**config.mk**
```make
export PLATFORM = sky130hd
export DESIGN_NAME = multichannel_boxcar_decimator
export DESIGN_NICKNAME = d
export VERILOG_FILES = /design/src/rtl/multichannel_boxcar_decimator.sv
export SDC_FILE = /design/constraint.sdc
export NUM_CORES = 2
export LEC_CHECK = 0
export CAP_MARGIN = 0
export CELL_PAD_IN_SITES_DETAIL_PLACEMENT = 0
export CELL_PAD_IN_SITES_GLOBAL_PLACEMENT = 2
export CORE_MARGIN = 5
export CORE_UTILIZATION = 34
export DETAILED_ROUTE_END_ITERATION = 10
export PLACE_DENSITY_LB_ADDON = 0.1
export SYNTH_ARGS = -nofsm -noshare
export SYNTH_HDL_FRONTEND = slang
export SYNTH_SLANG_ARGS = --single-unit
```
**constraint.sdc**
```tcl
create_clock -name clk -period 8 [get_ports clk]
set_input_delay 0.8 -clock clk [delete_from_list [all_inputs] [get_ports clk]]
set_output_delay 0.8 -clock clk [all_outputs]
set_load 0.01 [all_outputs]
```
**src/rtl/multichannel_boxcar_decimator.sv**
```systemverilog
// ---------------------------------------------------------------------------
// multichannel_boxcar_decimator
//
// Sum-and-dump decimator for DSBPM magnitude streams. Every channel sums
// N consecutive accepted samples and dumps the result once per window,
// either as the raw sum or as the sum shifted right (average mode). A sync
// marker on an accepted sample always restarts the window. If the window
// was only partly filled, that partial window is dropped and a sticky
// error is raised.
//
// Ports:
//   clk            - single clock, all logic synchronous to it
//   rst_n          - synchronous active-low reset
//   decimateFactor - samples per window (0/1 -> 1, clamped to MAX_DECIMATE)
//   avgMode        - 0: output raw sum, 1: output sum >> avgShift
//   avgShift       - right shift used in average mode
//   clrStatus      - one-cycle pulse clearing syncErr
//   inData         - packed unsigned samples, channel n at [n*DATA_WIDTH +: DATA_WIDTH]
//   inValid        - qualifies inData and inSync
//   inSync         - window-alignment marker (only honoured with inValid)
//   outData        - packed results, channel n at [n*SUM_WIDTH +: SUM_WIDTH]
//   outValid       - one-cycle strobe per completed window
//   outSeq         - running window count carried with each strobe
//   syncErr        - sticky flag: sync arrived mid-window
// ---------------------------------------------------------------------------
module multichannel_boxcar_decimator #(
    parameter int CHANNEL_COUNT  = 8,
    parameter int DATA_WIDTH     = 26,
    parameter int MAX_DECIMATE   = 2000,
    parameter int DECIMATE_WIDTH = $clog2(MAX_DECIMATE + 1),
    parameter int SUM_WIDTH      = DATA_WIDTH + $clog2(MAX_DECIMATE),
    parameter int SHIFT_WIDTH    = 5,
    parameter int SEQ_WIDTH      = 16
) (
    input  logic                               clk,
    input  logic                               rst_n,
    input  logic [DECIMATE_WIDTH-1:0]          decimateFactor,
    input  logic                               avgMode,
    input  logic [SHIFT_WIDTH-1:0]             avgShift,
    input  logic                               clrStatus,
    input  logic [CHANNEL_COUNT*DATA_WIDTH-1:0] inData,
    input  logic                               inValid,
    input  logic                               inSync,
    output logic [CHANNEL_COUNT*SUM_WIDTH-1:0] outData,
    output logic                               outValid,
    output logic [SEQ_WIDTH-1:0]               outSeq,
    output logic                               syncErr
);

    localparam logic [DECIMATE_WIDTH-1:0] MAX_N = DECIMATE_WIDTH'(MAX_DECIMATE);
    localparam logic [DECIMATE_WIDTH-1:0] ONE_N = DECIMATE_WIDTH'(1);

    logic [SUM_WIDTH-1:0]               acc_q [CHANNEL_COUNT];
    logic [SUM_WIDTH-1:0]               acc_d [CHANNEL_COUNT];
    logic [DECIMATE_WIDTH-1:0]          count_q, count_d;
    logic [DECIMATE_WIDTH-1:0]          active_n_q, active_n_d;
    logic [CHANNEL_COUNT*SUM_WIDTH-1:0] out_data_q, out_data_d;
    logic                               out_valid_q, out_valid_d;
    logic [SEQ_WIDTH-1:0]               out_seq_q, out_seq_d;
    logic                               sync_err_q, sync_err_d;

    logic [DECIMATE_WIDTH-1:0]          eff_n;
    logic [DECIMATE_WIDTH-1:0]          win_n;
    logic [DECIMATE_WIDTH-1:0]          next_count;
    logic                               win_start;
    logic                               win_done;
    logic                               sync_miss;

    // Sanitised factor: 0 and 1 both mean "every sample", oversize clamps.
    always_comb begin
        eff_n = decimateFactor;
        if (decimateFactor <= ONE_N) begin
            eff_n = ONE_N;
        end else if (decimateFactor > MAX_N) begin
            eff_n = MAX_N;
        end
    end

    // A sample opens a new window when the previous one was dumped or when
    // sync forces a restart. The window length is relatched at that point, so
    // a factor change mid-window only takes effect on the following window.
    assign win_start  = inValid && (inSync || (count_q == '0));
    assign win_n      = win_start ? eff_n : active_n_q;
    assign next_count = win_start ? ONE_N : count_q + ONE_N;
    assign win_done   = inValid && (next_count == win_n);
    assign sync_miss  = inValid && inSync && (count_q != '0);

    always_comb begin
        acc_d       = acc_q;
        count_d     = count_q;
        active_n_d  = active_n_q;
        out_data_d  = out_data_q;
        out_valid_d = 1'b0;
        out_seq_d   = out_seq_q;
        sync_err_d  = sync_err_q;

        if (inValid) begin
            for (int n = 0; n < CHANNEL_COUNT; n++) begin
                acc_d[n] = (win_start ? '0 : acc_q[n])
                         + SUM_WIDTH'(inData[n*DATA_WIDTH +: DATA_WIDTH]);
            end
            active_n_d = win_n;
            if (win_done) begin
                // Dump the sum including the current sample; the stale acc
                // contents are overwritten by the next window-start sample.
                count_d     = '0;
                out_valid_d = 1'b1;
                out_seq_d   = out_seq_q + SEQ_WIDTH'(1);
                for (int n = 0; n < CHANNEL_COUNT; n++) begin
                    out_data_d[n*SUM_WIDTH +: SUM_WIDTH] =
                        avgMode ? (acc_d[n] >> avgShift) : acc_d[n];
                end
            end else begin
                count_d = next_count;
            end
        end

        // A new error wins over a simultaneous clear request.
        if (sync_miss) begin
            sync_err_d = 1'b1;
        end else if (clrStatus) begin
            sync_err_d = 1'b0;
        end
    end

    always_ff @(posedge clk) begin
        if (!rst_n) begin
            for (int n = 0; n < CHANNEL_COUNT; n++) begin
                acc_q[n] <= '0;
            end
            count_q     <= '0;
            active_n_q  <= ONE_N;
            out_data_q  <= '0;
            out_valid_q <= 1'b0;
            out_seq_q   <= '0;
            sync_err_q  <= 1'b0;
        end else begin
            acc_q       <= acc_d;
            count_q     <= count_d;
            active_n_q  <= active_n_d;
            out_data_q  <= out_data_d;
            out_valid_q <= out_valid_d;
            out_seq_q   <= out_seq_d;
            sync_err_q  <= sync_err_d;
        end
    end

    assign outData  = out_data_q;
    assign outValid = out_valid_q;
    assign outSeq   = out_seq_q;
    assign syncErr  = sync_err_q;

endmodule

```
# After elaboration in Yosys (flattened, before gate mapping)

Cells that the tools add are included.
W data, S select, Z words.

Add/subtract/negate cells: 10
$lt $le $gt $ge: 2
Eq/ne operators: 1
Shift operators: 8
Mux-type cells: 24
Reductions and logical operators: 10

Operator list:

| kind                    | number |
|---|---|
| $mux W37                | 16 |
| $add A37 B26 Y37        | 8 |
| $shr A37 B5 Y37         | 8 |
| $mux W11                | 5 |
| $add A16 B1 Y16 const B | 1 |
| $add A11 B1 Y11 const B | 1 |
| $eq A11 B11 Y1          | 1 |
| $gt A11 B11 Y1 const B  | 1 |
| $le A11 B1 Y1 const B   | 1 |
| $logic_not A11 Y1       | 1 |
| $reduce_bool A11 Y1     | 1 |
| $logic_and A1 B1 Y1     | 4 |
| $reduce_and A2 Y1       | 2 |
| $mux W1                 | 3 |
| $reduce_bool A2 Y1      | 1 |
| $logic_or A1 B1 Y1      | 1 |

Register bits after elaboration: 632
Bits of input ports: 230
Output and inout port bits: 314
Logic and storage cells: 69

# Depth between registers and ports, before layout

Depth in word-level cells: 7
Gate-level depth with buffers: 28
Mapped depth without buffers: 19

# Least setup slack after synthesis

Ideal clock, no wire load.

Path kind: input to register
Start point: in inValid
End point: reg out_data_q[277] (netlist: outData[277])
Setup time: 0.122 ns
Data arrival time: 6.248 ns
Required time: 7.878 ns
Setup slack: 1.630 ns
Stages on the path: 26
Buffers on the path: 9
Path through: buf_2 -> and2_1 -> a41oi_4 -> buf_6 -> buf_6 -> buf_6 -> buf_2 -> clkbuf_1 -> clkbuf_1 -> clkbuf_1 -> clkbuf_1 -> and2_1 -> ha_1 -> inv_1 -> fa_1 -> nor2b_1 -> o2111a_1 -> o31a_1 -> a21oi_2 -> o31ai_2 -> nand3_1 -> xnor2_1 -> a211o_1 -> mux4_2 -> a221oi_1 -> nor2_1

Word-level cells in the longest chain between the ends: 5
Elaborated cells between the ends (all ways): 10
Those cells by class: 1 x add/sub; 1 x eq/ne; 1 x shift; 4 x mux; 3 x reduce/logical

Ends and longest elaborated chain:

| element                                                       | line    | text |
|---|---|---|
| start: declaration                                            | 42      | `input logic inValid,` |
| $logic_and A1 B1 Y1                                           | 82      | `assign win_start = inValid && (inSync \|\| (count_q == '0));` |
| $mux W37, or another cell as far along                        | 99      | `acc_d[n] = (win_start ? '0 : acc_q[n])` |
| $add A37 B26 Y37 / $eq A11 B11 Y1 (equally long branches)     | 100, 85 |  |
| $shr A37 B5 Y37 / $logic_and A1 B1 Y1 (equally long branches) | 111, 85 |  |
| $mux W37 / $reduce_and A2 Y1 (equally long branches)          | n/a     |  |
| end signal: assignment                                        | 141     | `out_data_q <= out_data_d;` |
| end: declaration                                              | 57      | `logic [CHANNEL_COUNT*SUM_WIDTH-1:0] out_data_q, out_data_d;` |

Several ways; a longest one is shown, not always the timed one.
A chain may end at the register's enable or synchronous reset.

# Worst setup path in the final report

Start point: reg count_q[0]
End point: reg out_data_q[2] (netlist: outData[2])

Word-level cells in the longest chain between the ends: 7
Elaborated cells between the ends (all ways): 13
Those cells by class: 2 x add/sub; 1 x eq/ne; 1 x shift; 4 x mux; 5 x reduce/logical

Ends and longest elaborated chain:

| element                                                       | line    | text |
|---|---|---|
| start: declaration                                            | 55      | `logic [DECIMATE_WIDTH-1:0] count_q, count_d;` |
| start signal: assignment                                      | 139     | `count_q <= count_d;` |
| $logic_not A11 Y1                                             | 82      |  |
| $logic_or A1 B1 Y1                                            | 82      |  |
| $logic_and A1 B1 Y1                                           | 82      |  |
| $mux W37, or another cell as far along                        | 99      |  |
| $add A37 B26 Y37 / $eq A11 B11 Y1 (equally long branches)     | 100, 85 |  |
| $shr A37 B5 Y37 / $logic_and A1 B1 Y1 (equally long branches) | 111, 85 |  |
| $mux W37 / $reduce_and A2 Y1 (equally long branches)          | n/a     |  |

Several ways; a longest one is shown, not always the timed one.

==> results.md <==
- Leading area contributor after synthesis: dfxtp_1
- Layout cells sized above 1: 0.0916
- Initial antenna violation count: 42
- GPL Wtd Cong: 1.01
- CTS root buffer: clkbuf_16
- Final #Nets: between 8000 and 9000
- Minimum clock period: between 6 and 7 ns
- Req. time, crit path: a little under 9 ns
- Post-Synthesis Cells: 8014
- WL final: 391 mm
- Routed wl met2: 175 mm
- Dpl hpwl: between 200 and 300 mm
- Initial DRC count: about 8300
- Worst Skew: slightly above 0.07 ns
- Crit path buffers/inverters: 3
- Power Total: ~12 mW
- Clock buffer depth: 3
- Total CTS buffers: 88
- Final Slew Violations: 16
- Antenna Violating Nets Remaining: 0
- CP Class: reg2reg
- Power share of the combinational group: 0.355
- Critical Path Source Type: register
- Final Hold Viols: 0
- Worst setup EP type: register
- Leakage power total: 26.0 nW
- Max-cap violation count: 4
- Latest clock arrival within the worst-skew pair: 0.80 ns
- Synth Area in Compound Gates: 0.331
- Die ar.: 181000 um^2
- Die Width: 425 um
- Sw power: 4.84 mW
- Setup TNS: 0 ns
- Post-CTS Setup Bufs: 0
- Row count: 152
- Critical-path cell list: inv_1, ha_1, nor2b_1, a41oi_4, buf_12, buf_4, and2_1, ha_1, o21ai_0, a21oi_1, o41ai_1, and2_1, a21oi_1, o32a_1, o221ai_1, nand2_1, nand4_1, o311ai_0, o41ai_1
- # DRC: 0
- P_int: 7.19 mW
- Most common cell in the netlist: nor2_1
- Worst path depth: 19
- Tcrit/Tclk final: 0.847
- CTS tree: yes
- Largest family of logic cells by synthesized area: compound AO/OA/AOI/OAI gates
- Failing checks: capacitance limit, slew limit
- Cell Area, Synth: 58600 um^2
- Critical-path top delay cell: o221ai_1
- Top delay family on crit path: compound AO/OA/AOI/OAI gates
- Syn-to-layout area delta: 19.1%
- Multiplexer area fraction after synthesis: 0.0907
- Post-Synth Simple-Gate Area: 0.219
- Worst hold stages: 3
- Clock Pin Slew Worst Setup and Hold Paths: 0.07 ns
- Initial Util: 0.342
- Placed Area: 66800 um^2
- Final instance area: 69900 um^2
- Die extent in y: 425 um
- Met3 routed WL: approximately 35 mm
- Clk sinks: around 630
- Seq/Total Area, Yosys: 0.216
- FF-to-FF setup slack: 1.22 ns
- Status: finished, violations left
- Router iterations before antenna repair: 7
- Largest net degree at the start of global routing: roughly 150
- Area of the multi-input gates: between 40000 and 50000 um^2
- Hold_buf cts: 0
- First-pass GRT wire length: 536 mm
- Distinct cells, synth: 123
- Fmax: 148 MHz
- Clock Power Share: 0.363
- Synth top area cells: dfxtp_1 22%, nor2_1 6.1%, a21oi_1 6.1%
- Worst vdd ir: 0.181 mV
- Number of flops mapped to enable cells by yosys: 0
- P per Cell Area: roughly 170 nW/um^2
- Worst-path fanout max: 86
- Avg Cell Area, Syn: 7.32 um^2
- Worst EP arrival: 7.47 ns
- Post-synthesis register bit count: ~630
- Core Box Area: 172000 um^2
- Sequential power share: 0.282
- GRT Resource Usage Total: 0.412
- Syn_nets: around 8500
- Worst r2r path cells: 19
- CTS HTree Levels: 3
- RSZ-0062 raised after global routing: false
- Top_reg_cell synth: dfxtp_1
- Port-buffer cells: approximately 540
- Via count: 70734
- Vias per cell: 6.64
- Switching part of the total: 0.402
- Fin util: 0.407
- Filler Cells Inserted: 17969
- Share of the synthesized netlist area taken by xor and xnor gates: 0.0429
- FF+latch area: between 10000 and 15000 um^2
- Highest metal used: met5
- Synth Area in Adders: 0.0478
- Pin slew with the least headroom to its limit: 1.54 ns
- Count of final setup violators: 0
- Avg WL per Cell: 36.7 um
- Min-Delay Path Class: in2reg
- Total gr overflow: 0
- Worst slew margin: -0.0282
- Synth top cells by count: 954 x nor2_1, 737 x nand2_1, 709 x a21oi_1
- CTS resizes: 0
- Yosys top cell area share: 0.216
- Synth Warn #: 0
- Ys async rst share: 0
- Crit-path max cell delay: 1.20 ns
- I/O pin count: between 500 and 600
- Vias in the first global route: 67590
- Post-Route M1 WL: around 140 mm
-- kinds of logic (layout without fill, tap and decap cells) --
group | after synthesis | in the layout
muxes | 451 | 451
buffers and inverters | 786 | 1081
xor gates and xnor gates | 284 | 284
other | 0 | 35
adders and majority gates | 219 | 219
DFF | 632 | 632
AOI/OAI and AO/OA | 2878 | 2878
and+or+nand+nor | 2764 | 2764
-- cell usage in the layout, fill, tap and decap left out, drive strengths merged, types with 121 or more instances in the layout --
cell type      count
mux2i            315
nor2             957
dfxtp            632
nand2            739
o211ai           127
buf              293
xor2             121
clkdlybuf4s50    536
nand3            180
ha               211
and2             286
xnor2            163
a221oi           138
nor3             165
o21ai            672
a211oi           203
a21oi            719
-- worst min-delay path, stage by stage --
cell and delay (ns):
buf_8 0.17, nand2_1 0.09, a21oi_1 0.06
-- flip-flops by register name (all words and copies together), names as in the netlist --
signal / cells
acc_q: 296
active_n_q: 11
count_q: 11
outData: 296
outSeq: 16
outValid: 1
syncErr: 1
-- layout make-up --
class                           count  area share
Inverter                           93     0.00557
Clock inverter                     40     0.00829
Antenna cell                       35     0.00125
Sequential cell                   632       0.181
Timing Repair Buffer              829       0.111
Clock buffer                      119      0.0346
Multi-Input combinational cell   6596       0.617
Tap cell                         2310      0.0414
-- power groups by stage --
stage	clock, mW	sequential [mW]	combinational [mW]
after CTS	4.41	3.39	4.13
after floorplan	0	3.41	2.35
after global routing	4.52	3.40	4.41
after detailed placement	0	3.45	4.11
after global placement	0	3.45	4.12
final	4.37	3.39	4.27
-- layer usage --
layer | up-vias | global-route usage
li1 | 30513 | -
met1 | 34295 | 0.438
met2 | 4388 | 0.659
met3 | 1512 | 0.111
met4 | 26 | 0.390
met5 | - | 0
-- through the flow --
step / worst slack, ns / cells / hold WS (ns)
2_1_floorplan: 1.63 / 8014 / 0.432
3_3_place_gp: 1.08 / 10459 / 0.446
3_5_place_dp: 1.09 / 10459 / 0.449
4_1_cts: 1.58 / 10618 / 0.398
5_1_grt: 1.12 / 10624 / 0.419
6_report: 1.22 / 10654 / 0.435
-- worst paths after layout --
check | start | end
worst min register to register | outData[147]$_SDFFE_PN0P_ | outData[147]$_SDFFE_PN0P_
worst max register to register | count_q[0]$_SDFFE_PN0P_ | outData[2]$_SDFFE_PN0P_
worst min-delay path | inValid | acc_q[279]$_SDFFE_PN0P_
worst max-delay path | count_q[0]$_SDFFE_PN0P_ | outData[2]$_SDFFE_PN0P_
Note: power is estimated with default switching activity, not from simulation.
